--- src/rtl/boot_pkg.sv ---
// Shared types and helpers for the boot sequencer.
package boot_pkg;

    typedef enum logic [2:0] {
        ST_WAIT,
        ST_LOAD,
        ST_SETTLE,
        ST_RUN,
        ST_FAULT
    } boot_state_t;

    // One-hot byte-lane enable for a byte address offset within a word.
    function automatic logic [3:0] byte_lane(input logic [1:0] lane);
        return 4'b0001 << lane;
    endfunction

endpackage

--- src/rtl/boot_counter.sv ---
// Loadable up/down counter with clear and a terminal-value flag.
module boot_counter #(
    parameter int unsigned WIDTH = 8,
    parameter int unsigned TERM  = 0
) (
    input  logic             clk,
    input  logic             rst_n,
    input  logic             en,
    input  logic             clr,
    input  logic             load,
    input  logic [WIDTH-1:0] load_val,
    input  logic             up,
    input  logic             down,
    output logic             term_c
);

    logic [WIDTH-1:0] count;

    // Priority: clear, load, increment, decrement.
    always_ff @(posedge clk or negedge rst_n) begin
        if (!rst_n) begin
            count <= '0;
        end else if (en) begin
            if (clr) begin
                count <= '0;
            end else if (load) begin
                count <= load_val;
            end else if (up) begin
                count <= count + WIDTH'(1);
            end else if (down) begin
                count <= count - WIDTH'(1);
            end
        end
    end

    assign term_c = (count == WIDTH'(TERM));

endmodule

--- src/rtl/boot_ctrl.sv ---
// Boot sequencer: streams the UART image into memory, then releases the CPU
// and hands it the memory write port.
module boot_ctrl #(
    parameter int unsigned     CLOCK_RATE     = 25175000,
    parameter longint unsigned MEM_BYTES      = 65536,
    parameter int unsigned     RELEASE_CYCLES = 16,
    parameter int unsigned     TIMEOUT_CYCLES = CLOCK_RATE
) (
    input  logic        clk,
    input  logic        rst_n,
    input  logic        clk_enable,
    input  logic        up_we,
    input  logic [31:0] up_addr,
    input  logic [7:0]  up_data,
    input  logic        up_complete,
    input  logic        cpu_we,
    input  logic [31:0] cpu_addr,
    input  logic [31:0] cpu_wdata,
    input  logic [3:0]  cpu_be,
    output logic        mem_we,
    output logic [29:0] mem_addr,
    output logic [31:0] mem_wdata,
    output logic [3:0]  mem_be,
    output logic        cpu_rst_n,
    output logic        busy,
    output logic        error,
    output logic        overflow
);

    import boot_pkg::*;

    localparam int unsigned TO_W = $clog2(TIMEOUT_CYCLES) + 1;
    localparam int unsigned ST_W = $clog2(RELEASE_CYCLES) + 1;

    boot_state_t state_q, state_d;
    logic [1:0]  rst_sync;
    logic        step;
    logic        up_in_range;
    logic        to_clr, to_inc, to_term_c;
    logic        st_load, st_dec, st_term_c;
    logic        mem_we_d, cpu_rst_n_d, busy_d, error_d, overflow_d;
    logic [29:0] mem_addr_d;
    logic [31:0] mem_wdata_d;
    logic [3:0]  mem_be_d;
    logic        unused_c;

    assign unused_c = ^{cpu_addr[1:0], 32'(CLOCK_RATE)};

    // Reset deassertion is resynchronised; assertion stays asynchronous.
    always_ff @(posedge clk or negedge rst_n) begin
        if (!rst_n) rst_sync <= '0;
        else        rst_sync <= {rst_sync[0], 1'b1};
    end

    assign step        = clk_enable & rst_sync[1];
    assign up_in_range = ({1'b0, up_addr} < 33'(MEM_BYTES));

    boot_counter #(.WIDTH(TO_W), .TERM(TIMEOUT_CYCLES - 1)) u_timeout (
        .clk      (clk),
        .rst_n    (rst_n),
        .en       (step),
        .clr      (to_clr),
        .load     (1'b0),
        .load_val ('0),
        .up       (to_inc),
        .down     (1'b0),
        .term_c   (to_term_c)
    );

    boot_counter #(.WIDTH(ST_W), .TERM(0)) u_settle (
        .clk      (clk),
        .rst_n    (rst_n),
        .en       (step),
        .clr      (1'b0),
        .load     (st_load),
        .load_val (ST_W'(RELEASE_CYCLES - 1)),
        .up       (1'b0),
        .down     (st_dec),
        .term_c   (st_term_c)
    );

    always_ff @(posedge clk or negedge rst_n) begin
        if (!rst_n)    state_q <= ST_WAIT;
        else if (step) state_q <= state_d;
    end

    always_comb begin
        state_d     = state_q;
        mem_we_d    = 1'b0;
        mem_addr_d  = mem_addr;
        mem_wdata_d = mem_wdata;
        mem_be_d    = mem_be;
        error_d     = error;
        overflow_d  = overflow;
        to_clr      = 1'b0;
        to_inc      = 1'b0;
        st_load     = 1'b0;
        st_dec      = 1'b0;

        // Upload bytes are accepted in WAIT and LOAD; out-of-range ones only flag.
        if ((state_q == ST_WAIT || state_q == ST_LOAD) && up_we) begin
            to_clr = 1'b1;
            if (up_in_range) begin
                mem_we_d    = 1'b1;
                mem_addr_d  = up_addr[31:2];
                mem_wdata_d = {4{up_data}};
                mem_be_d    = byte_lane(up_addr[1:0]);
            end else begin
                overflow_d = 1'b1;
            end
        end

        case (state_q)
            ST_WAIT: begin
                if (up_complete) begin
                    state_d = ST_SETTLE;
                    st_load = 1'b1;
                end else if (up_we) begin
                    state_d = ST_LOAD;
                end
            end
            ST_LOAD: begin
                if (up_complete) begin
                    state_d = ST_SETTLE;
                    st_load = 1'b1;
                end else if (!up_we) begin
                    if (to_term_c) begin
                        state_d = ST_FAULT;
                        error_d = 1'b1;
                    end else begin
                        to_inc = 1'b1;
                    end
                end
            end
            ST_SETTLE: begin
                if (st_term_c) state_d = ST_RUN;
                else           st_dec  = 1'b1;
            end
            ST_RUN: begin
                if (cpu_we) begin
                    mem_we_d    = 1'b1;
                    mem_addr_d  = cpu_addr[31:2];
                    mem_wdata_d = cpu_wdata;
                    mem_be_d    = cpu_be;
                end
            end
            ST_FAULT: state_d = ST_FAULT;
            default:  state_d = ST_WAIT;
        endcase

        cpu_rst_n_d = (state_d == ST_RUN);
        busy_d      = (state_d == ST_LOAD) || (state_d == ST_SETTLE);
    end

    // Outputs hold on disabled cycles, except mem_we which stays a one-cycle pulse.
    always_ff @(posedge clk or negedge rst_n) begin
        if (!rst_n) begin
            mem_we    <= 1'b0;
            mem_addr  <= '0;
            mem_wdata <= '0;
            mem_be    <= '0;
            cpu_rst_n <= 1'b0;
            busy      <= 1'b0;
            error     <= 1'b0;
            overflow  <= 1'b0;
        end else if (step) begin
            mem_we    <= mem_we_d;
            mem_addr  <= mem_addr_d;
            mem_wdata <= mem_wdata_d;
            mem_be    <= mem_be_d;
            cpu_rst_n <= cpu_rst_n_d;
            busy      <= busy_d;
            error     <= error_d;
            overflow  <= overflow_d;
        end else begin
            mem_we <= 1'b0;
        end
    end

endmodule

--- config.mk ---
export PLATFORM = sky130hd
export DESIGN_NAME = boot_ctrl
export DESIGN_NICKNAME = d
export VERILOG_FILES = /design/src/rtl/boot_pkg.sv /design/src/rtl/boot_counter.sv /design/src/rtl/boot_ctrl.sv
export SDC_FILE = /design/constraint.sdc
export NUM_CORES = 1
export LEC_CHECK = 0
export BUFFER_PORTS_ARGS = -buffer_cell sky130_fd_sc_hd__buf_4
export CAP_MARGIN = 10
export CORE_UTILIZATION = 51
export DETAILED_ROUTE_END_ITERATION = 10
export PLACE_DENSITY = 0.82
export SETUP_SLACK_MARGIN = 0.02
export SLEW_MARGIN = 0
export SYNTH_ARGS = -nofsm -noshare
export SYNTH_HDL_FRONTEND = slang
export SYNTH_SLANG_ARGS = --single-unit
--- constraint.sdc ---
create_clock -name clk -period 2.5 [get_ports clk]
set_input_delay 0.5 -clock clk [delete_from_list [all_inputs] [get_ports clk]]
set_output_delay 0.5 -clock clk [all_outputs]
set_load 0.1 [all_outputs]
==> out/metrics.cfg <==
[cts]
cts_sinks = 107
cts_tree = yes
cts_buffers = 9
clk_latency_ns = 0.38
cts_resized = 0
clk_pin_slew_ns = 0.09
cts_buffer_depth = 2
hold_buffers = 0
cts_root_buf = clkbuf_8
post_cts_buffers = 0
htree_levels = 3

[floorplanning]
core_sq_mm = 0.01032
dieWidth_um = 105.0
io_pins = 185
start_util_pct = 52.44
dieArea_sq_mm = 0.01103
rows = 37
fp.dieH_um = 105.0

[drt]
vias_per_cell = 5.967
routed_wirelength_mm = 14.18
vias = 4726
avgRoutedWirePerCell_um = 17.91
dr.pass1.iters = 5
drt-initial-drc-count = 322
ant_nets = 0
drcViolationCount = 0

[finish]
nets = 768
diodes = 0
drive_gt1_share_pct = 42.99
area_delta_synth_final_pct = 31.52
fin_util_pct = 68.97
design_area_sq_mm = 0.007121
final_cells = 792

[synth]
yosys-top-cells-area = dfrtp_1, a2bb2oi_2, o22ai_1, a2bb2oi_1, o21ai_0
yosysWarnings = 0
ys_top_cells_by_count = dfrtp_1, a2bb2oi_2, o22ai_1
synth_flop_cell = dfrtp_1
syn_area_per_cell_sq_um = 11.35
yosys.cell_types.count = 61
synth_area_sq_mm = 0.005414
yosysSeqAreaShare_pct = 49.46
ys_ff_latch = 107
synth_cells = 477
async_reset_ff_share_pct = 100.0
yosys.area.top_type_share_pct = 49.46
synth_top_area_cell = dfrtp_1
synth_nets = 594
synth_edf_count = 0
yosysMostFrequentCell = dfrtp_1

[placement]
placed_area_sq_mm = 0.006937
hpwl_mm = 10.13
place_congestion = 0.8517
preCtsSetupSlack_ns = 0.1142
numPortBuffers = 182
dp.cells = 776

[sta]
max_freq_mhz = 476.2
holdWs_ns = 0.1187
setup_viol = 0
fin_crit_sh_pct = 84.00
fin_ws_ns = 0.3999
drv_slew = 0
relSlewSlack_pct = 56.90
fin_worst_skew_ns = 0.01061
rsz0062_at_grt = no
finalCriticalPeriod_ns = 2.100
worst_pin_slew_ns = 0.6465
tns_ns = 0
hold_viol_final = 0

[power]
ir_drop_mv = 1.300
switching_share_pct = 56.99
p_leak_nw = 3.125
p_comb_share_pct = 62.0
power_mw = 9.692
p_clk_share_pct = 10.5
pwr-share-seq_pct = 27.6
power_switching_mw = 5.524
powerDensity_mw_per_mm2 = 1361
internal_power_mw = 4.168

[worst_setup_path]
cp-startpoint = u_timeout.count[12]$_DFFE_PN0P_
start_kind = flop
crit_arrival_ns = 2.35
path_cells = nor4b_1, nand4_1, nor4b_4, buf_4, or3_1, a21oi_1
crit_path_end_kind = flop
cp_max_fo = 11
cp_slowest_cell = nor4b_4
crit_type = reg2reg
r2r-start = u_timeout.count[12]$_DFFE_PN0P_
cpPeakStageDelay_ns = 0.50
crit_required_ns = 2.75

[global_routing]
overflow = 0
use_met2_pct = 43.52
grt_pass1_wl_mm = 22.58
first_global_vias = 4495
grt_usage_pct = 25.88
antenna_found_initial = 0
grtUsageMet3_pct = 3.993
use_met1_pct = 33.88
busiest_layer = met2
grt_max_degree = 67

[flow_run]
max_cap_violations = 0

[min_path]
hold_class = in2async

[status]
status = completed

[registers in the layout (all words and copies together) (netlist names), 2 cells and up]
signal,count
mem_addr,30
mem_be,4
mem_wdata,32
rst_sync,2
state_q,3
u_settle.count,5
u_timeout.count,26
[critical path: cells and delay by family (launching register included)]
kind	cells	cell delay (ns)
AO/OA/AOI/OAI	1	0.06
AND/OR/NAND/NOR	4	1.23
flip-flops	1	0.43
buffers and inverters	1	0.25
[cells in the final DEF (no fill, tap or decap), types with 10 or more instances in the layout]
cell,count
buf_4,196
dfrtp_1,107
a2bb2oi_2,47
o22ai_1,46
nor2_1,27
o21ai_0,26
nand2_1,18
a21oi_1,15
a2bb2oi_1,15
or3_1,13
nand3_1,11
clkbuf_8,10
[power groups by stage]
stage / Sequential [mW] / Clock, mW / Combinational [mW]
after global routing: 2.74 / 1.09 / 6.15
final: 2.67 / 1.02 / 6.00
after global placement: 2.67 / 0 / 5.94
after detailed placement: 2.70 / 0 / 6.01
after CTS: 2.67 / 1.03 / 6.01
after floorplan: 6.28 / 0 / 1.12
[worst paths after layout]
path	depth (start not counted)	slack, ns	endpoint
max in group asynchronous	2	1.93	mem_addr[1]$_DFFE_PN0P_
min in group clk	3	0.34	mem_be[3]$_DFFE_PN0P_
max reg2reg	6	0.40	u_timeout.count[15]$_DFFE_PN0P_
min reg2reg	0	0.36	rst_sync[1]$_DFF_PN0_
max	6	0.40	u_timeout.count[15]$_DFFE_PN0P_
min	2	0.12	u_timeout.count[7]$_DFFE_PN0P_
[cells by family after synthesis]
| group | Yosys count | share of synthesized area (%) |
|---|---|---|
| AOI/OAI and AO/OA | 184 | 29.81 |
| xor gates and xnor gates | 12 | 1.941 |
| adders and majority gates | 3 | 0.6934 |
| buffers and inverters | 47 | 4.599 |
| DFF | 107 | 49.46 |
| muxes | 1 | 0.1849 |
| other | 1 | 0.06927 |
| and+or+nand+nor | 122 | 13.24 |
[layout make-up]
cell class | count | area (sq um)
Inverter | 10 | 42.54
Clock buffer | 11 | 141.4
Tap cell | 136 | 170.2
Clock inverter | 5 | 42.54
Fill cell | 736 | 3203
Multi-Input combinational cell | 323 | 2495
Sequential cell | 107 | 2678
Timing Repair Buffer | 200 | 1551
[routing by layer]
layer | wire length (um) | vias up | share of wire, %
li1 | - | 2194 | -
met1 | 6061 | 2340 | 43
met2 | 7181 | 159 | 51
met3 | 578 | 33 | 4.1
met4 | 362 | 0 | 2.6
met5 | 0 | - | 0
Note: power is estimated with default switching activity, not from simulation.
